File: src/rtl/dut_pkg.sv
// Shared defaults and command bit positions for the one-hot compare unit.
package dut_pkg;

    localparam int unsigned DEF_NUM_SIZE      = 32;
    localparam int unsigned DEF_CMD_SIZE_LOG2 = 3;
    localparam int unsigned NUM_CMDS          = 8;

    typedef enum int unsigned {
        CMD_EQ = 0,
        CMD_NE = 1,
        CMD_LT = 2,
        CMD_LE = 3,
        CMD_GT = 4,
        CMD_GE = 5,
        CMD_AND = 6,
        CMD_OR = 7
    } cmd_bit_e;

endpackage

File: src/rtl/dut_cmp.sv
// Combinational predicate bank: all eight signed/logical predicates plus a
// flag marking cmd as exactly one-hot.
module dut_cmp
    import dut_pkg::*;
#(
    parameter int unsigned NUM_SIZE      = DEF_NUM_SIZE,
    parameter int unsigned CMD_SIZE_LOG2 = DEF_CMD_SIZE_LOG2
) (
    input  logic signed [NUM_SIZE-1:0]             a,
    input  logic signed [NUM_SIZE-1:0]             b,
    input  logic        [(2**CMD_SIZE_LOG2)-1:0]   cmd,
    output logic        [(2**CMD_SIZE_LOG2)-1:0]   pred,
    output logic                                   legal
);

    logic a_nz;
    logic b_nz;

    assign a_nz = (a != '0);
    assign b_nz = (b != '0);

    // Bits above the eight defined commands stay 0, so selecting them yields 0.
    always_comb begin
        pred          = '0;
        pred[CMD_EQ]  = (a == b);
        pred[CMD_NE]  = (a != b);
        pred[CMD_LT]  = (a < b);
        pred[CMD_LE]  = (a <= b);
        pred[CMD_GT]  = (a > b);
        pred[CMD_GE]  = (a >= b);
        pred[CMD_AND] = a_nz && b_nz;
        pred[CMD_OR]  = a_nz || b_nz;
    end

    // Non-zero with a single bit set: clearing the lowest set bit leaves nothing.
    assign legal = (cmd != '0) && ((cmd & (cmd - 1'b1)) == '0);

endmodule

File: src/rtl/dut.sv
// Registered one-hot compare: selects one predicate from dut_cmp and holds it
// in a single flop; idle or multi-bit commands load 0.
module dut
    import dut_pkg::*;
#(
    parameter int unsigned NUM_SIZE      = DEF_NUM_SIZE,
    parameter int unsigned CMD_SIZE_LOG2 = DEF_CMD_SIZE_LOG2
) (
    input  logic                                   clk,
    input  logic                                   reset,
    input  logic signed [NUM_SIZE-1:0]             in1,
    input  logic signed [NUM_SIZE-1:0]             in2,
    input  logic        [(2**CMD_SIZE_LOG2)-1:0]   cmd,
    output logic                                   out
);

    logic [(2**CMD_SIZE_LOG2)-1:0] pred;
    logic                          legal;
    logic                          out_d;
    logic                          out_q;

    dut_cmp #(
        .NUM_SIZE      (NUM_SIZE),
        .CMD_SIZE_LOG2 (CMD_SIZE_LOG2)
    ) u_cmp (
        .a     (in1),
        .b     (in2),
        .cmd   (cmd),
        .pred  (pred),
        .legal (legal)
    );

    always_comb begin
        out_d = 1'b0;
        if (legal) begin
            out_d = |(pred & cmd);
        end
    end

    always_ff @(posedge clk or negedge reset) begin
        if (!reset) begin
            out_q <= 1'b0;
        end else begin
            out_q <= out_d;
        end
    end

    assign out = out_q;

endmodule

File: config.mk
export PLATFORM = sky130hd
export DESIGN_NAME = dut
export DESIGN_NICKNAME = d
export VERILOG_FILES = /design/src/rtl/dut_pkg.sv /design/src/rtl/dut_cmp.sv /design/src/rtl/dut.sv
export SDC_FILE = /design/constraint.sdc
export NUM_CORES = 1
export LEC_CHECK = 0
export CAP_MARGIN = 20
export CELL_PAD_IN_SITES_DETAIL_PLACEMENT = 1
export CELL_PAD_IN_SITES_GLOBAL_PLACEMENT = 1
export CORE_MARGIN = 3
export CORE_UTILIZATION = 22
export DETAILED_ROUTE_END_ITERATION = 8
export PLACE_DENSITY = 0.87
export RECOVER_POWER = 25
export SLEW_MARGIN = 25
export SYNTH_ARGS = -nofsm -noshare
export SYNTH_HDL_FRONTEND = slang
export SYNTH_SLANG_ARGS = --single-unit
File: constraint.sdc
create_clock -name clk -period 0.8 [get_ports clk]
set_clock_uncertainty 0.05 [all_clocks]
set_input_delay 0.12 -clock clk [delete_from_list [all_inputs] [get_ports clk]]
set_output_delay 0.12 -clock clk [all_outputs]
set_load 0.02 [all_outputs]
==> impl_summary.md, run 1 <==
Min path
The worst hold path class is primary input to asynchronous set/reset pin.

Flow run
Across the run, the number of max-cap violations was 0.

Synthesis
By area the synthesized netlist is led by ha_1, inv_1, nor4_1. The synthesized netlist net count is 273. The largest total area in the synthesized netlist belongs to ha_1. Summing every instance area after synthesis gives 1150 µm². The sequential element share of the synthesized area is 2.17%.

In this run, synthesis produced a sequential element count of 1. Yosys printed 0 warnings. The portion of synthesized cell area occupied by the leading cell type is 34.8%.

The per-instance average area after synthesis is 6.89 µm². The cell count after synthesis came out at 167. The number of distinct library cells after synthesis is 31.

Detailed routing
In the final routed layout, each cell accounts on average for 22.9 µm. The iteration-0 DRC count of the detailed router is 56. The count of nets left with antenna violations once routing finished came out at 0.

The count of TritonRoute iterations in the first routing pass is 4. The total met2 wirelength after detailed routing is 4.68 mm. The post-detailed-route DRC marker count is 0.

The ratio of routed vias to standard cells is 5.36. The wire length the detailed router placed on met1 is 2.95 mm. The final route contains 1945 vias.

The top routing layer in use is met4. The final layout contains routed wiring with a total length of 8.30 mm. The sum of met3 wire segment lengths after detailed routing is 271 µm.

Critical path
The arrival time reported for the critical path endpoint is 2.04 ns. The critical path required time is 0.67 ns. The setup path with the least slack is of type primary input to register. STA classifies the critical path endpoint as a register.

The largest fanout on the critical path is 4. The worst setup path is launched from a primary input.

STA
The setup slack of the critical path after layout is -1.38 ns. The final critical path time including I/O delays and setup is 2.18 ns. The final worst hold slack is 0.294 ns.

At the pin with the least slew margin, the transition time is 0.453 ns. The worst max-slew margin expressed relative to the limit is 69.5%. The max-slew violation total from the final report is 0.

The post-route clock period utilization is 272%. Setup repair after global routing could not meet its margin everywhere. The setup violation total in the final timing report is 1.

The number of hold violations in the final report is 0. Based on the critical path, the design can be clocked at up to 0.459 GHz.

Layout
The number of flip-flops under the largest register name was 1. From synthesis to final layout, the design area changed by 136%. After the last flow step, the layout net total stands at 404. The post-route netlist has 68.2% of its cells at a drive strength greater than 1. The number of antenna diodes in the final layout is 0. The filler cell count is 597.

Floorplan
From left edge to right edge, the die measures 78.3 µm. The effective utilization at floorplan is 23.6%. The die covers 6140 µm². The height of the die is 78.3 µm. The number of I/O pins is 75.

The core region is 4880 µm². The number of rows in the core area is 25.

Pwr
The part of the total power dissipated in the clock network is 0%. For this design the static power due to leakage is 1.19 nW. The overall power is 1.60 mW. IR analysis of the VDD net gives a maximum drop of 192 µV. The power density of the placed cells is 590 nW/µm². The switching component of the power is 734 µW. Registers are responsible for 3.5% of the overall power.

The switching share of power is 45.8%. Of the total power, combinational logic draws 96.5%. The design internal power is 869 µW.

CTS
The clock transition at the registers of the reported paths is 0 ns. The hold-fix buffer count after cts is 0.

Global routing
The first global-routing pass estimated 11.8 mm of wire. The number of global-route vias before repair was 2254. The global-route total usage across every layer is 24.3%.

The largest net degree at the start of global routing is 5. Summed over all layers, the global routing overflow is 0. The initial antenna violation count came to 0.

Status
The flow ran to the end, but the final reports show violations. The checks that failed: setup timing.

Placement
The quantity of I/O buffers inserted on ports is 74. Routability-driven placement finished with a final weighted congestion of 0.814. The final HPWL from detailed placement is 4.69 mm.
[placed cells by master (no fill, tap or decap), types with 3 or more instances in the layout]
| cell | count |
|---|---|
| a21oi_1 | 5 |
| nand4_1 | 11 |
| inv_4 | 5 |
| buf_8 | 3 |
| clkbuf_2 | 26 |
| clkdlybuf4s50_1 | 8 |
| buf_2 | 22 |
| nor4_1 | 16 |
| nand3_1 | 3 |
| ha_4 | 29 |
| inv_2 | 23 |
| nor2_1 | 9 |
| nand2_1 | 6 |
| buf_6 | 10 |
| inv_1 | 5 |
| nor3_1 | 3 |
| dlygate4sd2_1 | 3 |
| o21ai_1 | 3 |
| nand2_2 | 3 |
| buf_4 | 53 |
| a21oi_2 | 9 |
| o211ai_1 | 4 |
[per-stage QoR]
stage	std cells	setup WS [ns]	utilization (%)	setup TNS (ns)	instance area, µm²
global placement	347	-1.62	48.3	-1.90	2360
floorplan	167	-0.968	-	-0.968	1240
finish	363	-1.38	55.7	-1.38	2720
global route	363	-1.53	55.7	-1.53	2720
detailed placement	347	-1.67	48.3	-1.95	2360
CTS	354	-1.25	55.9	-1.25	2730
[cell families after synthesis]
family	after synthesis	synth area share (%)
compound gates	34	18.7
xor+xnor	1	0.761
fa+ha+maj	33	35.7
buf+inv	33	10.8
flops	1	2.17
simple gates	65	32.0
[cells in the mapped netlist]
| library cell | number |
|---|---|
| a2111oi_0 | 1 |
| a211oi_1 | 2 |
| a211oi_2 | 1 |
| a21o_1 | 1 |
| a21oi_1 | 15 |
| a221o_1 | 1 |
| a22oi_1 | 3 |
| and2_1 | 1 |
| dfrtp_1 | 1 |
| ha_1 | 32 |
| inv_1 | 33 |
| maj3_1 | 1 |
| nand2_1 | 9 |
| nand2b_1 | 1 |
| nand3_1 | 3 |
| nand3b_1 | 1 |
| nand4_1 | 11 |
| nand4_2 | 1 |
| nor2_1 | 9 |
| nor2_2 | 1 |
| nor2b_1 | 1 |
| nor3_1 | 5 |
| nor4_1 | 19 |
| nor4_2 | 1 |
| o211ai_1 | 4 |
| o21ai_0 | 1 |
| o21ai_1 | 4 |
| o31a_1 | 1 |
| or3_2 | 1 |
| or4_1 | 1 |
| xnor2_1 | 1 |
[power by group through the flow]
stage	clock network [mW]	logic [mW]	registers, mW
global placement	0	1.07	0.0554
global route	0	1.65	0.0561
detailed placement	0	1.13	0.0552
finish	0	1.55	0.0557
floorplan	0	0.401	0.0592
CTS	0	1.34	0.0552
[worst paths after layout]
kind | from | endpoint | slack (ns) | cells past startpoint
min in group clk | out | out | 0.55 | 1
max in group asynchronous | reset | out | 0.30 | 1
min | reset | out | 0.29 | 1
max | in1[31] | out | -1.38 | 11
[cell type report]
cell class	instances	area (µm²)	area share, %
inverters	33	136	5.02
multi-input cells	133	1530	56.3
flip-flops and latches	1	25.0	0.921
well taps	67	83.8	3.08
repair buffers	129	943	34.7
[worst max-delay path: stages]
cell,delay [ns]
clkdlybuf4s15_2,0.23
ha_4,0.32
nand4_4,0.12
buf_6,0.17
nor2_1,0.18
a22oi_2,0.11
o211ai_1,0.19
nor2_2,0.10
xnor2_2,0.24
a21oi_2,0.09
a22oi_2,0.17
[repair_timing]
item	in CTS	in global routing
cloned	0	0
setup buffers	7	9
pin swaps	49	33
gates resized for setup	258	65
setup endpoints to repair	2	2
[metal layers]
metal	up-vias	track usage (%)
met1	947	22.9
met5	-	0
met4	0	7.34
li1	895	-
met3	24	3.56
met2	79	52.1
(Power assumes the default switching activity.)
==> run 2, diff against run 1 <==
Settings changed: SYNTH_HIERARCHICAL set to 1.
==> run 2 against run 1 <==
Against the previous run: the run still ends with setup timing left; core utilization is 1.5 points lower; total power down 11%; synthesized cell count down 3.6%; critical path depth stayed put; hold slack worse by 0.0071 ns; sequential share of layout area is essentially flat; critical path type unchanged; critical endpoint unchanged; largest power group unchanged.
==> impl_summary.md, run 2 <==
Status
Outcome: complete, but fails checks (unchanged). Violated checks: setup timing (unchanged).

Global routing
The number of global-route vias before repair came to 2023 (was 2254). The global-route total usage across every layer is 20.0% (was 24.3%). The largest net degree at the start of global routing is 5 (unchanged).

The total congestion overflow is 0 (unchanged). The wire length of the first global-routing pass is 9.88 mm (was 11.8 mm). The initial antenna violation count came to 0 (unchanged).

Synthesis
The share of async-settable or async-resettable flops after synthesis is 100% (unchanged). The most frequent cell after synthesis is inv_1 (unchanged). The number of enable flip-flop cells after synthesis is 0 (unchanged). The number of warning messages in the yosys log came to 6 (was 0). The post-synthesis register bit count is 1 (unchanged). The synthesized netlist net count came to 267 (was 273). The largest area contributor in the synthesized netlist is ha_1 (unchanged). The portion of synthesized cell area occupied by the leading cell type is 34.7% (was 34.8%).

The sequential element share of the synthesized area is 2.17% (about the same). The number of distinct library cells after synthesis is 32 (was 31). The most instantiated flip-flop cell in the synthesis netlist is dfrtp_1 (unchanged). The post-synthesis instance area was 1150 µm² (about the same). The per-instance average area after synthesis is 7.16 µm² (was 6.89 µm²). Leading cell types by total area after synthesis: ha_1, inv_1, nor4_1 (unchanged).

The post-synthesis instance total came to 161 (was 167). Commonest cells in the synthesized netlist: inv_1, ha_1, nor4_1 (unchanged).

Floorplan
The number of rows in the core area came to 25 (unchanged). The die outline width was 78.4 µm (was 78.3 µm). The effective utilization at floorplan is 23.6% (about the same).

The height of the die is 78.4 µm (was 78.3 µm). The die area is 6140 µm² (about the same). The area of the core region came to 4880 µm² (unchanged). The number of I/O pins was 75 (unchanged).

STA
The transition at the pin with the smallest max-transition slack is 0.476 ns (was 0.453 ns). The final critical path time including I/O delays and setup is 2.49 ns (was 2.18 ns). The final worst hold slack is 0.287 ns (was 0.294 ns).

The setup violation total in the final timing report is 1 (unchanged). The worst max-slew margin expressed relative to the limit is 68.0% (was 69.5%). The post-route clock period utilization is 312% (was 272%). The number of hold violations in the final report is 0 (unchanged).

Setup repair after global routing missed its margin: yes (unchanged). The max-slew violation total from the final report is 0 (unchanged). The setup slack of the critical path after layout is -1.69 ns (was -1.38 ns). The highest clock rate came to 0.401 GHz (was 0.459 GHz).

Detailed routing
The count of TritonRoute iterations in the first routing pass is 4 (unchanged). The total vias in the final route is 1692 (was 1945). The post-detailed-route DRC marker count is 0 (unchanged). The ratio of routed vias to standard cells is 4.92 (was 5.36). The iteration-0 DRC count of the detailed router came to 48 (was 56). The final routed wire length divided by cell count was 17.9 µm (was 22.9 µm). The antenna violation net count after detailed routing is 0 (unchanged). The wire length after detailed routing is 6.17 mm (was 8.30 mm).

Layout
The commonest non-fill, non-tap cell in the layout is buf_4 (unchanged). The number of flip-flops under the largest register name is 1 (unchanged). The final design utilization came to 54.2% (was 55.7%). The number of nets in the layout is 385 (was 404). The filler cell count is 604 (was 597). The number of standard cells in the final layout excluding fillers was 344 (was 363). The final non-filler cell area is 2650 µm² (was 2720 µm²). The relative area change from synthesis to final layout is 130% (was 136%). The layout cell share with drive strength beyond 1 is 52.0% (was 68.2%). The final antenna diode count is 0 (unchanged).

Commonest cells after routing, fill and taps aside: buf_4, dlygate4sd2_1, ha_4 (was buf_4, ha_4, clkbuf_2).

Placement
The worst setup timing slack at the placement stage is -2.18 ns (was -1.67 ns). The final HPWL from detailed placement came to 4.80 mm (was 4.69 mm). The placer's final routability congestion estimate was 0.784 (was 0.814).

The placed instance count is 341 (was 347). The area after detailed placement is 2400 µm² (was 2360 µm²). The quantity of I/O buffers inserted on ports is 74 (unchanged).

Critical path
The cell type group with the largest total delay on the critical path is compound AO/OA/AOI/OAI gates (unchanged). Critical-path cell list: buf_2 -> inv_2 -> ha_4 -> nand4_1 -> nor2_1 -> a221o_1 -> a211o_1 -> a2111oi_4 -> mux2_4 -> a22oi_2 -> a41oi_1 (was clkdlybuf4s15_2 -> ha_4 -> nand4_4 -> buf_6 -> nor2_1 -> a22oi_2 -> o211ai_1 -> nor2_2 -> xnor2_2 -> a21oi_2 -> a22oi_2). The largest fanout on the critical path came to 2 (was 4). The delay of the slowest cell on the worst path came to 0.35 ns (was 0.32 ns). The path type of the worst setup path is primary input to register (unchanged). The critical path required time was 0.60 ns (was 0.67 ns). The arrival time reported for the critical path endpoint is 2.30 ns (was 2.04 ns). The cell with the largest stage delay on the worst path is a2111oi_4 (was ha_4). The type of origin of the critical path is a primary input (unchanged). The kind of capture point of the worst setup path is a register (unchanged). The combined buffer and inverter count along the critical path is 2 (unchanged).

Pwr
The power density of the placed cells is 540 nW/µm² (was 590 nW/µm²). The worst ir drop on vdd was 208 µV (was 192 µV). The static leakage came to 1.21 nW (was 1.19 nW).

Min path
The worst hold path class is primary input to asynchronous set/reset pin (unchanged).

Flow run
The max-capacitance violation count is 0 (unchanged).

CTS
The hold-fix buffer count after cts came to 0 (unchanged). The clock transition at the registers of the reported paths is 0 ns (about the same).
## run 2: cell count changes after synthesis, moves of 3 or more
cell	delta
a21oi_1	-4
and4_1	+3
inv_1	+4
nand4_1	-3
o211ai_1	-4
o21ai_1	-3
## run 2: power by group
part	switching [mW]	internal, mW
registers	0.000445	0.0532
logic	0.612	0.763
clock network	0	0
## run 2: final cells by class
cell class	count	area (µm²)	share of cell area, %
Inverter	37	149	5.63
Multi-Input combinational cell	123	1440	54.4
Sequential cell	1	25.0	0.946
Tap cell	67	83.8	3.17
Timing Repair Buffer	116	947	35.8
## run 2: what timing repair did
action | 4_1_cts | 5_1_grt
gates resized for setup | 196 | 16
endpoints found under the setup margin | 2 | 1
setup buffers | 2 | 1
pin swaps | 41 | 13
## run 2: per-layer routing
layer | global-route usage, % | share of wire, % | up-vias
met5 | 0 | 0 | -
met4 | 1.92 | 2.0 | 0
met3 | 2.06 | 4.5 | 12
met2 | 43.2 | 57 | 46
met1 | 20.9 | 36 | 799
li1 | - | - | 835
## run 2: logic make-up after synthesis
group | after synthesis | share of synthesized area [%]
AO/OA/AOI/OAI | 32 | 20.2
XOR/XNOR | 1 | 0.760
adder cells (fa/ha/maj) | 33 | 35.6
buffers and inverters | 37 | 12.1
flip-flops | 1 | 2.17
multiplexers | 3 | 3.04
AND/OR/NAND/NOR | 54 | 26.2
## run 2: metrics by stage
step                TNS [ns]  total power, mW
finish                 -1.69             1.43
global route           -1.80             1.56
CTS                    -1.72             1.37
detailed placement     -2.47             1.25
global placement       -2.39             1.18
floorplan              -1.54            0.514
## run 2: how the worst max path moves through the flow
| stage | start | end | slack (ns) | depth (start not counted) |
|---|---|---|---|---|
| final | in2[9] | out | -1.69 | 11 |
| after global placement | in2[5] | out | -2.10 | 12 |
| after CTS | in2[7] | out | -1.72 | 11 |
| after floorplan | in2[14] | out | -1.54 | 10 |
| after global routing | in1[19] | out | -1.80 | 11 |
| after detailed placement | in2[5] | out | -2.18 | 12 |
==> run 3, diff against run 2 <==
Settings changed: CELL_PAD_IN_SITES_DETAIL_PLACEMENT 1 to 0, CTS_CLUSTER_SIZE set to 12.
==> run 3 against run 2 <==
Against the previous run: the flow still finishes with violations (setup timing); combinational power is 13% lower; hold slack hardly changed; first-iteration DRC count is 29% lower; die area stayed put; global-route usage is 6.0 points lower; wire length is 29% lower; worst setup slack better by 0.0011 ns; critical path depth stayed put; critical endpoint unchanged; highest routed layer unchanged.
==> impl_summary.md, run 3 (same netlist as run 2, synthesis figures left out) <==
Status
Outcome: complete, but fails checks (unchanged). Violated checks: setup timing (unchanged).

Layout
Commonest cells after routing, fill and taps aside: buf_4, dlygate4sd2_1, ha_4 (unchanged). The final design utilization is 50.8% (was 54.2%). The layout cell share with drive strength beyond 1 is 45.3% (was 52.0%).

The final non-filler cell area is 2480 µm² (was 2650 µm²). The number of nets in the layout was 384 (was 385). The final antenna diode count is 0 (unchanged). The commonest non-fill, non-tap cell in the layout was buf_4 (unchanged). The relative area change from synthesis to final layout was 115% (was 130%). The number of flip-flops under the largest register name is 1 (unchanged). The number of standard cells in the final layout excluding fillers is 343 (was 344).

STA
The highest clock rate is 0.401 GHz (about the same). The transition at the pin with the smallest max-transition slack is 0.423 ns (was 0.476 ns). The setup violation total in the final timing report is 1 (unchanged).

The final worst hold slack is 0.287 ns (about the same). The total negative slack for setup checks is -1.69 ns (about the same). Setup repair after global routing missed its margin: yes (unchanged). The number of hold violations in the final report came to 0 (unchanged). The final critical path time including I/O delays and setup was 2.49 ns (about the same). The worst max-slew margin expressed relative to the limit came to 71.1% (was 68.0%). The max-slew violation total from the final report was 0 (unchanged). The setup slack of the critical path after layout is -1.69 ns (about the same).

The post-route clock period utilization is 311% (was 312%).

Detailed routing
The final routed wire length divided by cell count came to 12.9 µm (was 17.9 µm). The antenna violation net count after detailed routing is 0 (unchanged). The wire length after detailed routing is 4.41 mm (was 6.17 mm). The count of TritonRoute iterations in the first routing pass is 4 (unchanged). The total vias in the final route was 1590 (was 1692).

The post-detailed-route DRC marker count is 0 (unchanged). The iteration-0 DRC count of the detailed router is 34 (was 48). The ratio of routed vias to standard cells is 4.64 (was 4.92).

Pwr
The power density of the placed cells is 503 nW/µm² (was 540 nW/µm²). The static leakage was 1.14 nW (was 1.21 nW). The worst ir drop on vdd is 204 µV (was 208 µV).

Critical path
The critical path required time was 0.61 ns (was 0.60 ns). The largest fanout on the critical path is 2 (unchanged). The kind of capture point of the worst setup path is a register (unchanged). The arrival time reported for the critical path endpoint came to 2.30 ns (about the same). The type of origin of the critical path is a primary input (unchanged).

The path type of the worst setup path is primary input to register (unchanged).

Placement
The placed instance count came to 341 (unchanged). The quantity of I/O buffers inserted on ports is 74 (unchanged). The placer's final routability congestion estimate is 0.784 (unchanged). The final HPWL from detailed placement is 3.91 mm (was 4.80 mm). The area after detailed placement was 2400 µm² (unchanged).

Flow run
The max-capacitance violation count is 0 (unchanged).

Floorplan
The number of I/O pins is 75 (unchanged). The die area is 6140 µm² (unchanged). The area of the core region came to 4880 µm² (unchanged). The die outline width is 78.4 µm (unchanged). The number of rows in the core area came to 25 (unchanged). The effective utilization at floorplan is 23.6% (unchanged). The height of the die is 78.4 µm (unchanged).

Global routing
The initial antenna violation count was 0 (unchanged). The largest net degree at the start of global routing is 5 (unchanged). The global-route total usage across every layer was 14.1% (was 20.0%). The number of global-route vias before repair is 1701 (was 2023).

The wire length of the first global-routing pass was 7.31 mm (was 9.88 mm). The total congestion overflow is 0 (unchanged).

Min path
The worst hold path class is primary input to asynchronous set/reset pin (unchanged).

CTS
The clock transition at the registers of the reported paths is 0 ns (about the same).
-- run 3: cell types whose count changed in the layout (fill, tap and decap cells not counted), moves of 2 or more --
| cell | delta |
|---|---|
| clkdlybuf4s50_1 | +6 |
| a21oi_2 | -2 |
| clkdlybuf4s15_1 | -2 |
| dlygate4sd2_1 | +5 |
| inv_1 | +3 |
| dlymetal6s2s_1 | -6 |
| ha_4 | -6 |
| ha_1 | +7 |
| a21oi_1 | +3 |
| buf_6 | -3 |
| inv_2 | -4 |
-- run 3: path summary, 6_finish.rpt --
path / startpoint / depth (start not counted) / slack, ns / end
max: in2[9] / 11 / -1.69 / out
min: reset / 1 / 0.29 / out
max in group asynchronous: reset / 1 / 0.31 / out
min in group clk: out / 1 / 0.53 / out
-- run 3: cell type report --
| class | instances | area (µm²) |
|---|---|---|
| fillers | 487 | 2400 |
| inverters | 37 | 151 |
| multi-input cells | 123 | 1320 |
| flip-flops and latches | 1 | 25.0 |
| well taps | 67 | 83.8 |
| repair buffers | 115 | 901 |
-- run 3: critical path, stage by stage --
cell and delay (ns):
buf_2 0.11, inv_2 0.06, ha_4 0.20, nand4_1 0.12, nor2_1 0.07, a221o_1 0.32, a211o_1 0.27, a2111oi_4 0.41
mux2_4 0.33, a22oi_2 0.14, a41oi_1 0.13
-- run 3: report_power, final --
| group | internal (mW) | switching, mW | leakage [nW] |
|---|---|---|---|
| registers | 0.0532 | 0.000330 | 0.0138 |
| logic | 0.685 | 0.507 | 1.13 |
| clock network | 0 | 0 | 0 |
| total | 0.738 | 0.508 | 1.14 |
-- run 3: layer usage --
metal  up-vias  track usage, %  wire [µm]
met4         0           0.699         19
li1        833               -          -
met3         4            2.06        235
met1       709            16.0       1800
met5         -               0          0
met2        44            28.5       2350
-- run 3: per-stage QoR --
| stage | setup WS [ns] | power, mW |
|---|---|---|
| floorplan | -1.54 | 0.514 |
| global placement | -2.10 | 1.18 |
| detailed placement | -2.18 | 1.20 |
| CTS | -1.70 | 1.24 |
| global route | -1.86 | 1.38 |
| finish | -1.69 | 1.25 |
-- run 3: timing repair --
item	in CTS	in global routing
setup buffers	2	0
resized for setup	167	3
pin swaps	35	1
hold buffers	0	0
endpoints found under the setup margin	2	2
